File: config.mk
export PLATFORM = sky130hd
export DESIGN_NAME = fwd_hazard_unit_flat
export DESIGN_NICKNAME = d
export VERILOG_FILES = /design/src/rtl/fwd_hazard_unit_if.sv /design/src/rtl/fwd_hazard_unit.sv /design/src/flat_wrapper.sv
export SDC_FILE = /design/constraint.sdc
export NUM_CORES = 1
export LEC_CHECK = 0
export CORE_UTILIZATION = 30
export CTS_BUF_LIST = sky130_fd_sc_hd__clkbuf_8
export CTS_CLUSTER_DIAMETER = 60
export DETAILED_ROUTE_END_ITERATION = 8
export PLACE_DENSITY = 0.66
export SYNTH_ARGS = -nofsm -noshare
export SYNTH_HDL_FRONTEND = slang
export SYNTH_SLANG_ARGS = --single-unit
File: constraint.sdc
create_clock -name clock -period 3.3 [get_ports clock]
set_input_delay 0.825 -clock clock [delete_from_list [all_inputs] [get_ports clock]]
set_output_delay 0.825 -clock clock [all_outputs]
set_load 0.1 [all_outputs]
File: src/rtl/fwd_hazard_unit_if.sv
// Operand-forwarding / hazard bus between decode (p2) and the register-read muxes.
// master = decode side driving the p2 instruction and stage data; slave = the hazard unit.
interface fwd_hazard_unit_if #(
    parameter int DATA_W  = 16,
    parameter int ADDR_W  = 3,
    parameter int NUM_SRC = 2
);
    logic                        issue_valid;
    logic                        issue_wr_en;
    logic [ADDR_W-1:0]           issue_wr_addr;
    logic                        issue_is_load;
    logic [NUM_SRC*ADDR_W-1:0]   src_addr;
    logic [NUM_SRC-1:0]          src_used;
    logic                        flush;
    logic [DATA_W-1:0]           data_p3;
    logic [DATA_W-1:0]           data_p4;
    logic [DATA_W-1:0]           data_p5;
    logic [NUM_SRC*DATA_W-1:0]   fwd_data;
    logic [NUM_SRC-1:0]          fwd_sel;
    logic                        stall;
    logic [15:0]                 stall_cycles;

    modport master (
        output issue_valid, issue_wr_en, issue_wr_addr, issue_is_load,
        output src_addr, src_used, flush, data_p3, data_p4, data_p5,
        input  fwd_data, fwd_sel, stall, stall_cycles
    );

    modport slave (
        input  issue_valid, issue_wr_en, issue_wr_addr, issue_is_load,
        input  src_addr, src_used, flush, data_p3, data_p4, data_p5,
        output fwd_data, fwd_sel, stall, stall_cycles
    );
endinterface

File: src/rtl/fwd_hazard_unit.sv
// Forwarding and load-use hazard unit for the 5-stage pipeline.
// Tracks {valid-write, dest, is-load} for p3..p5, picks the youngest producer
// per p2 source operand, and stalls p1/p2 while a matching load is not ready.
module fwd_hazard_unit #(
    parameter int DATA_W   = 16,
    parameter int ADDR_W   = 3,
    parameter int NUM_SRC  = 2,
    parameter int LOAD_LAT = 1
) (
    input logic               clock,
    input logic               reset,
    fwd_hazard_unit_if.slave  bus
);
    if (LOAD_LAT != 1 && LOAD_LAT != 2) begin : g_bad_load_lat
        $error("fwd_hazard_unit: LOAD_LAT must be 1 or 2");
    end

    localparam int unsigned NUM_STAGES  = 3;
    localparam int unsigned LOAD_STAGES = LOAD_LAT;

    typedef struct packed {
        logic              v;
        logic [ADDR_W-1:0] addr;
        logic              ld;
    } entry_t;

    // index 0 = p3 (youngest), 1 = p4, 2 = p5 (oldest)
    entry_t [NUM_STAGES-1:0]   trk;
    logic   [NUM_STAGES-1:0][DATA_W-1:0] stage_data;

    logic [NUM_SRC-1:0]        hazard;
    logic [NUM_SRC-1:0]        sel_c;
    logic [NUM_SRC*DATA_W-1:0] data_c;
    logic                      found;
    logic                      stall_c;
    logic [15:0]               stall_cnt;

    assign stage_data = {bus.data_p5, bus.data_p4, bus.data_p3};

    // Per-operand youngest-match search: a younger match blocks older stages even when it is a hazard.
    always_comb begin
        hazard = '0;
        sel_c  = '0;
        data_c = '0;
        found  = 1'b0;
        for (int unsigned i = 0; i < NUM_SRC; i++) begin
            found = 1'b0;
            for (int unsigned s = 0; s < NUM_STAGES; s++) begin
                if (!found && bus.src_used[i] && trk[s].v &&
                    trk[s].addr == bus.src_addr[i*ADDR_W +: ADDR_W]) begin
                    found = 1'b1;
                    if (trk[s].ld && s < LOAD_STAGES) begin
                        hazard[i] = 1'b1;
                    end else begin
                        sel_c[i]                    = 1'b1;
                        data_c[i*DATA_W +: DATA_W]  = stage_data[s];
                    end
                end
            end
        end
    end

    assign stall_c          = (|hazard) & ~bus.flush;
    assign bus.stall        = stall_c;
    assign bus.fwd_sel      = sel_c;
    assign bus.fwd_data     = data_c;
    assign bus.stall_cycles = stall_cnt;

    // Tracking shift register; a bubble enters p3 on stall or flush.
    always_ff @(posedge clock or posedge reset) begin
        if (reset) begin
            trk <= '0;
        end else begin
            trk[2] <= trk[1];
            trk[1] <= trk[0];
            if (stall_c || bus.flush) begin
                trk[0] <= '0;
            end else begin
                trk[0].v    <= bus.issue_valid & bus.issue_wr_en;
                trk[0].addr <= bus.issue_wr_addr;
                trk[0].ld   <= bus.issue_is_load;
            end
        end
    end

    // Saturating stall-cycle counter for performance monitoring.
    always_ff @(posedge clock or posedge reset) begin
        if (reset) begin
            stall_cnt <= '0;
        end else if (stall_c && stall_cnt != '1) begin
            stall_cnt <= stall_cnt + 16'd1;
        end
    end
endmodule

File: src/flat_wrapper.sv
// flat-port wrapper written by rule: the top's interface ports become plain ports
module fwd_hazard_unit_flat 
#(
    parameter int DATA_W   = 16,
    parameter int ADDR_W   = 3,
    parameter int NUM_SRC  = 2,
    parameter int LOAD_LAT = 1
)
  (clock, reset, bus_issue_valid, bus_issue_wr_en, bus_issue_wr_addr, bus_issue_is_load, bus_src_addr, bus_src_used, bus_flush, bus_data_p3, bus_data_p4, bus_data_p5, bus_fwd_data, bus_fwd_sel, bus_stall, bus_stall_cycles);
  fwd_hazard_unit_if #(.DATA_W(DATA_W), .ADDR_W(ADDR_W), .NUM_SRC(NUM_SRC)) bus_i ();
  input logic clock;
  input logic reset;
  input wire logic [$bits(bus_i.issue_valid)-1:0] bus_issue_valid;
  input wire logic [$bits(bus_i.issue_wr_en)-1:0] bus_issue_wr_en;
  input wire logic [$bits(bus_i.issue_wr_addr)-1:0] bus_issue_wr_addr;
  input wire logic [$bits(bus_i.issue_is_load)-1:0] bus_issue_is_load;
  input wire logic [$bits(bus_i.src_addr)-1:0] bus_src_addr;
  input wire logic [$bits(bus_i.src_used)-1:0] bus_src_used;
  input wire logic [$bits(bus_i.flush)-1:0] bus_flush;
  input wire logic [$bits(bus_i.data_p3)-1:0] bus_data_p3;
  input wire logic [$bits(bus_i.data_p4)-1:0] bus_data_p4;
  input wire logic [$bits(bus_i.data_p5)-1:0] bus_data_p5;
  output wire logic [$bits(bus_i.fwd_data)-1:0] bus_fwd_data;
  output wire logic [$bits(bus_i.fwd_sel)-1:0] bus_fwd_sel;
  output wire logic [$bits(bus_i.stall)-1:0] bus_stall;
  output wire logic [$bits(bus_i.stall_cycles)-1:0] bus_stall_cycles;
  assign bus_i.issue_valid = bus_issue_valid;
  assign bus_i.issue_wr_en = bus_issue_wr_en;
  assign bus_i.issue_wr_addr = bus_issue_wr_addr;
  assign bus_i.issue_is_load = bus_issue_is_load;
  assign bus_i.src_addr = bus_src_addr;
  assign bus_i.src_used = bus_src_used;
  assign bus_i.flush = bus_flush;
  assign bus_i.data_p3 = bus_data_p3;
  assign bus_i.data_p4 = bus_data_p4;
  assign bus_i.data_p5 = bus_data_p5;
  assign bus_fwd_data = bus_i.fwd_data;
  assign bus_fwd_sel = bus_i.fwd_sel;
  assign bus_stall = bus_i.stall;
  assign bus_stall_cycles = bus_i.stall_cycles;
  fwd_hazard_unit #(.DATA_W(DATA_W), .ADDR_W(ADDR_W), .NUM_SRC(NUM_SRC), .LOAD_LAT(LOAD_LAT)) u_core (.clock(clock), .reset(reset), .bus(bus_i));
endmodule
After elaboration in Yosys (flattened, before gate mapping):

Index checks and enable logic that the tools add are counted.

* $add $sub $neg: 1
* equal/unequal tests: 7
* muxes and demuxes: 22
* bitwise operators: 3
* reduce and logical (&&, ||, !) cells: 23

Operator list (number)
* 2-to-1 mux 16 bit: 7
* equality test 3 bit: 6
* logical AND 1 bit: 17
* adder 16 x 1 -> 16 bit, second input constant: 1
* inequality test 16 bit, second input constant: 1
* 2-to-1 mux 1 bit: 14
* 2-to-1 mux 5 bit: 1
* zero test 1 bit: 4
* bitwise AND 1 bit: 2
* OR reduction 2 bit: 1
* logical OR 1 bit: 1
* NOT 1 bit: 1

* bits in registers: 29
* input bits: 65
* output and inout bits: 51
* word-level logic and storage cells: 64

Logic depth before layout (Yosys ltp):

Gate-level depths: netlist of the first run.

* word-level depth: 13
* depth in mapped cells: 6
* gate-level depth less buffers: 6

Worst setup path after synthesis of the first run:

Ideal clock, no wire load.

* path type: in2out
* from: input bus_src_addr[2]
* to: output bus_stall
* data arrival time: 2.980 ns
* data required time: 2.475 ns
* path slack: -0.505 ns
* stages: 3
* path buffers: 0
* path through: xor2_1 -> or4_4 -> a211oi_2

* cells in the longest elaborated chain, start to end: 5

Ends and longest elaborated chain
* start: declaration: line flat_wrapper.sv:17 `input wire logic [$bits(bus_i.src_addr)-1:0] bus_src_addr;`
* equality test 3 bit: line fwd_hazard_unit.sv:50 `trk[s].addr == bus.src_addr[i*ADDR_W +: ADDR_W]) begin`
* logical AND 1 bit: line fwd_hazard_unit.sv:49 `if (!found && bus.src_used[i] && trk[s].v &&`
* 2-to-1 mux 1 bit: line fwd_hazard_unit.sv:49
* OR reduction 2 bit: line fwd_hazard_unit.sv:63 `assign stall_c = (|hazard) & ~bus.flush;`
* bitwise AND 1 bit: line fwd_hazard_unit.sv:63
* end: declaration: line flat_wrapper.sv:25 `output wire logic [$bits(bus_i.stall)-1:0] bus_stall;`

Every way passes these cells.

Worst setup path in the final report of the first run:

* from: input bus_src_addr[1]
* to: output bus_fwd_data[12]

* cells in the longest elaborated chain, start to end: 13
* elaborated cells between the ends (all ways): 17
* classes of those cells: 3 x eq/ne; 5 x mux; 9 x reduce/logical

Ends and longest elaborated chain
* equality test 3 bit: line fwd_hazard_unit.sv:50
* logical AND 1 bit: line fwd_hazard_unit.sv:49
* 2-to-1 mux 1 bit: line fwd_hazard_unit.sv:49
* zero test 1 bit: line fwd_hazard_unit.sv:49
* logical AND 1 bit (3 in series): line fwd_hazard_unit.sv:49
* 2-to-1 mux 1 bit: line fwd_hazard_unit.sv:49
* zero test 1 bit: line fwd_hazard_unit.sv:49
* logical AND 1 bit (3 in series): line fwd_hazard_unit.sv:49
* 2-to-1 mux 16 bit (*): line fwd_hazard_unit.sv:49
* end: declaration: line flat_wrapper.sv:23 `output wire logic [$bits(bus_i.fwd_data)-1:0] bus_fwd_data;`

Every way passes the cells marked *; elsewhere a longest branch is shown, timed or not.

==> results of run 1 <==
-- final cells by class --
type	instances	area, µm²	share of cell area (%)
Inverter	3	11.3	0.276
Tap cell	77	96.3	2.36
Clock inverter	1	5.00	0.123
Multi-Input combinational cell	180	1400	34.2
Sequential cell	29	726	17.8
Clock buffer	7	96.3	2.36
Timing Repair Buffer	144	1750	42.9
-- layer usage --
metal  up-vias  GRT usage (%)  wire length [µm]
li1       1098              -                 -
met1      1137           24.8              2990
met2       116           39.8              3650
met3        10           4.87               564
met4         0           4.70                80
met5         -              0                 0
-- cells by family after synthesis --
group,Yosys count,synth area share (%)
muxes,2,1.15
buffers and inverters,12,2.87
DFF,29,37.0
xor gates and xnor gates,32,14.3
and+or+nand+nor,110,26.3
adders and majority gates,1,0.637
AOI/OAI and AO/OA,35,17.8
-- where the power goes --
part           internal (mW)  switching [mW]
logic                  0.128           0.126
clock network          0.188           0.123
registers              0.365          0.0112
-- how the worst max path moves through the flow --
stage	from	to	slack [ns]	cells after the start
final	bus_src_addr[1]	bus_fwd_data[12]	-0.09	9
after detailed placement	bus_src_addr[3]	bus_fwd_data[30]	-0.45	8
after CTS	bus_src_addr[1]	bus_fwd_data[12]	-0.08	9
after global routing	bus_src_addr[1]	bus_fwd_data[10]	-0.13	9
after floorplan	bus_src_addr[2]	bus_fwd_data[11]	-0.06	6
after global placement	bus_src_addr[3]	bus_fwd_data[24]	-0.44	8
-- Yosys cell counts (all sizes together) --
cell and number:
or3 2, dfrtp 29, clkbuf 7, and4 1, ha 1, a21oi 1
nor2 45, nand3 5, mux2 2, xnor2 18, nand2 25, a2111o 1
inv 2, clkinv 1, a221o 32, nand4 13, or4 2, and3 5
nor2b 2, a211oi 1, xor2 14, nor3 3, buf 2, and2 5
nand2b 2
-- state kept, by name, indices dropped and copies added (netlist names) --
register                 count
u_core.bus.stall_cycles     16
u_core.trk                  13
-- what timing repair did --
action                     4_1_cts  5_1_grt
hold endpoints to repair         0        0
resized for setup               54        0
cloned                           3        0
setup endpoints to repair       35       32
buffers inserted                 4        0
pin swaps                       31        7
-- stage by stage --
stage	power, mW	instances	utilization, %	instance area (µm²)
after global placement	0.627	426	60.5	3840
final	0.941	441	64.3	4080
after global routing	0.985	441	64.3	4080
after CTS	0.953	441	64.3	4080
after detailed placement	0.630	426	60.5	3840
after floorplan	0.486	221	-	2140
==> qor.yml, run 1 <==
critical_path:
  endpoint_kind: "output port"
  slowest_stage: "or4_4"
  r2r_start: "u_core.trk[1]"
  r2r_end: "u_core.bus.stall_cycles[14]"
  path_buf_inv: 4
  cp.required_ns: 2.47
  crit_chain: "buf_6 > xor2_1 > or4_4 > nand2_4 > buf_6 > nor2_4 > buf_12 > a221o_2 > buf_12"
  max_stage_delay_ns: 0.54
  path_class: "in2out"
  worstPathMaxFanout: 8
  r2r_setup_slack_ns: 0.89
  reg2reg_depth: 7
  cp-start-kind: "primary input"
  cp.arrival_ns: 2.56
  cp_top_family: "simple AND/OR/NAND/NOR gates"
floorplanning:
  core_um2: 6350
  fp.dieH_um: 82.9
  start_util_pct: 30.9
  io_pins: 116
  dieArea_um2: 6870
  die_w_um: 82.9
  rows: 29
placed_design:
  portBuffers: 115
  dp_slack_ns: -0.448
  dpl.hpwl_um: 5370
  gp_congestion: 0.882
routing:
  antenna_left: 0
  firstDrtPassIters: 4
  vias: 2361
  routedWlPerCell_um: 16.5
  drcViolationCount: 0
  dr.first_iter.drc_count: 85
  vias_per_cell: 5.35
  routed_wl_um: 7290
finish:
  drive_gt1_share_pct: 39.0
  num_antenna_cells: 0
  finalNetCount: 429
  final_common_cell: "clkdlybuf4s50_1"
  final_cell_mix: "56 x clkdlybuf4s50_1, 41 x nor2_1, 38 x buf_12"
  area_growth_pct: 108
  fill_cells: 528
sta:
  fin_crit_ns: 3.39
  drv_slew: 0
  rsz0062_at_grt: "yes"
  max_freq_mhz: 295
  slew_headroom_pct: 61.7
  tightest_slew_ns: 0.571
  finalHoldViolCount: 0
  whs_ns: 0.424
  setup_slack_ns: -0.0893
  layout_worst_path_cycle_share_pct: 103
  fin_skew_ns: 0.00248
  fin_tns_setup_ns: -1.33
  setup_viol: 26
yosys:
  synthTopCellsByArea: "dfrtp_1 37%, a221o_1 16%, nor2_1 8.6%"
  yosys_warnings: 0
  seq_area_frac_synth_pct: 37.0
  syn_area_per_cell_um2: 8.88
  ys_ff_latch: 29
  ys_types: 28
  synth_top_cell_by_area: "dfrtp_1"
  syn_area_um2: 1960
  synthCells: 221
  synth_top_area_share_pct: 37.0
  synthesis.nets: 287
global_route:
  overflow: 0
  grt.total_usage_pct: 21.4
  antenna_found_initial: 0
  grt_pass1_vias: 2377
  grt_pass1_wl_um: 11900
  grt_max_degree: 30
worst_hold_path:
  holdPathEnd: "u_core.trk[14]"
  hold_class: "reg2reg"
  hold_depth: 0
  hold_start: "u_core.trk[9]"
power:
  power_density_nw_per_um2: 231
  p_leak_nw: 1.77
  ir_worst_vdd_mv: 0.256
cts:
  numCtsBuffers: 5
  cts_tree: "yes"
  h-tree-depth: 2
  ctsHoldBuffers: 0
  clkLatencyLatePin_ns: 0.27
  cts_buffer_depth: 2
  clock_sinks: 29
  path_clk_slew_ns: 0.06
  root_buffer: "clkbuf_8"
run_status:
  violations: "setup timing"
  status: "finished, violations left"
flow_run:
  drv_cap: 0
Note: power is estimated with default switching activity, not from simulation.
==> inputs of run 2 (changes only) <==
TNS_END_PERCENT = 5   (was unset)
==> run 2 against run 1 <==
Net effect: the flow still finishes with violations (setup timing); worst hold slack improved by 0.00083 ns; count of clock-buffer cells in the layout shrank 1; maximum frequency is 0.75% higher; utilization is 0.63 points lower; die area stayed put; routed wire length grew 2.7%; critical endpoint is now bus_fwd_data[3].
==> qor.yml, run 2 (same netlist as run 1, synthesis figures left out) <==
cts:
  numCtsBuffers: 5  # unchanged
  cts_tree: "yes"  # unchanged
  cts_buffer_depth: 2  # unchanged
  h-tree-depth: 2  # unchanged
  root_buffer: "clkbuf_8"  # unchanged
  path_clk_slew_ns: 0.06  # about the same
  clkLatencyLatePin_ns: 0.28  # was 0.27 ns
  clock_sinks: 29  # unchanged
  ctsHoldBuffers: 0  # unchanged
global_route:
  grt.total_usage_pct: 21.9  # was 21.4%
  antenna_found_initial: 0  # unchanged
  overflow: 0  # unchanged
  grt_max_degree: 30  # unchanged
  grt_pass1_vias: 2326  # was 2377
  grt_pass1_wl_um: 12000  # was 11900 µm
placed_design:
  gp_congestion: 0.835  # was 0.882
  placed_cells: 419  # was 426
  dp_slack_ns: -0.649  # was -0.448 ns
  dpl.hpwl_um: 5200  # was 5370 µm
  place_area_um2: 3760  # was 3840 µm²
  portBuffers: 115  # unchanged
flow_run:
  drv_cap: 0  # unchanged
sta:
  setup_slack_ns: -0.0639  # was -0.0893 ns
  finalHoldViolCount: 0  # unchanged
  max_freq_mhz: 297  # was 295 MHz
  drv_slew: 0  # unchanged
  rsz0062_at_grt: "yes"  # unchanged
  fin_tns_setup_ns: -0.494  # was -1.33 ns
  setup_viol: 23  # was 26
  whs_ns: 0.425  # was 0.424 ns
  slew_headroom_pct: 65.0  # was 61.7%
  fin_skew_ns: 0.00277  # was 0.00248 ns
  layout_worst_path_cycle_share_pct: 102  # was 103%
  fin_crit_ns: 3.36  # was 3.39 ns
  tightest_slew_ns: 0.522  # was 0.571 ns
floorplanning:
  io_pins: 116  # unchanged
  rows: 29  # unchanged
  dieArea_um2: 6870  # unchanged
  core_um2: 6350  # unchanged
  start_util_pct: 30.9  # unchanged
  die_w_um: 82.9  # unchanged
  fp.dieH_um: 82.9  # unchanged
critical_path:
  r2r_start: "u_core.trk[3]"  # was u_core.trk[1]
  reg2reg_depth: 7  # unchanged
  cp.required_ns: 2.47  # about the same
  worstPathMaxFanout: 8  # unchanged
  crit_path_start: "bus_src_addr[2]"  # was bus_src_addr[1]
  cp-start-kind: "primary input"  # unchanged
  endpoint_kind: "output port"  # unchanged
  cp.arrival_ns: 2.54  # was 2.56 ns
  r2r_end: "u_core.bus.stall_cycles[1]"  # was u_core.bus.stall_cycles[14]
  path_class: "in2out"  # unchanged
  r2r_setup_slack_ns: 0.91  # was 0.89 ns
  worstSetupEndpoint: "bus_fwd_data[3]"  # was bus_fwd_data[12]
power:
  total_power_mw: 1.00  # was 941 µW
  ir_worst_vdd_mv: 0.289  # was 0.256 mV
  p_leak_nw: 1.75  # was 1.77 nW
  power_density_nw_per_um2: 248  # was 231 nW/µm²
finish:
  final_core_utilization_pct: 63.7  # was 64.3%
  stdcell_area_um2: 4040  # was 4080 µm²
  area_growth_pct: 106  # was 108%
  largest_reg_flops: 16  # unchanged
  num_antenna_cells: 0  # unchanged
  final_common_cell: "clkdlybuf4s50_1"  # unchanged
  stdcell_count: 435  # was 441
  finalNetCount: 423  # was 429
  final_cell_mix: "56 x clkdlybuf4s50_1, 41 x nor2_1, 38 x buf_12"  # unchanged
  drive_gt1_share_pct: 34.4  # was 39.0%
routing:
  drcViolationCount: 0  # unchanged
  vias: 2319  # was 2361
  dr.first_iter.drc_count: 60  # was 85
  vias_per_cell: 5.33  # was 5.35
  routed_wl_um: 7490  # was 7290 µm
  antenna_left: 0  # unchanged
  firstDrtPassIters: 4  # unchanged
  routedWlPerCell_um: 17.2  # was 16.5 µm
worst_hold_path:
  hold_class: "reg2reg"  # unchanged
run_status:
  violations: "setup timing"  # unchanged
  status: "finished, violations left"  # unchanged
-- run 2: layout make-up --
class | instances | area [µm²]
Tap cell | 77 | 96.3
Multi-Input combinational cell | 181 | 1390
Clock inverter | 2 | 33.8
Fill cell | 526 | 2310
Clock buffer | 6 | 82.6
Sequential cell | 29 | 726
Timing Repair Buffer | 137 | 1710
Inverter | 3 | 11.3
-- run 2: where the power goes --
part           switching, mW  internal (mW)
sequential            0.0115          0.365
clock                  0.129          0.243
combinational          0.127          0.126
total                  0.267          0.734
-- run 2: worst min-delay path by stage --
stage	start	end	cells past startpoint
floorplan	u_core.trk[9]	u_core.trk[14]	0
CTS	u_core.trk[9]	u_core.trk[14]	0
detailed placement	u_core.trk[9]	u_core.trk[14]	0
finish	u_core.trk[9]	u_core.trk[14]	0
global placement	u_core.trk[9]	u_core.trk[14]	0
global route	u_core.trk[9]	u_core.trk[14]	0
-- run 2: critical path: stages --
cell,delay (ns)
buf_6,0.09
xor2_1,0.14
or4_4,0.56
nand2_4,0.11
nor2_4,0.06
buf_12,0.14
a221o_1,0.39
buf_12,0.20
-- run 2: repair_timing --
item | 4_1_cts | 5_1_grt
setup endpoints to repair | 35 | 34
setup buffers | 4 | 0
cloned | 4 | 0
resized for setup | 48 | 2
pin swaps | 25 | 11
-- run 2: per-layer routing --
layer  GRT usage [%]  up-vias  share of wire (%)
met5               0        -                  0
met4            6.90        0                2.4
met3            4.37       16                7.5
met2            39.8      116                 48
met1            25.9     1098                 42
li1                -     1089                  -
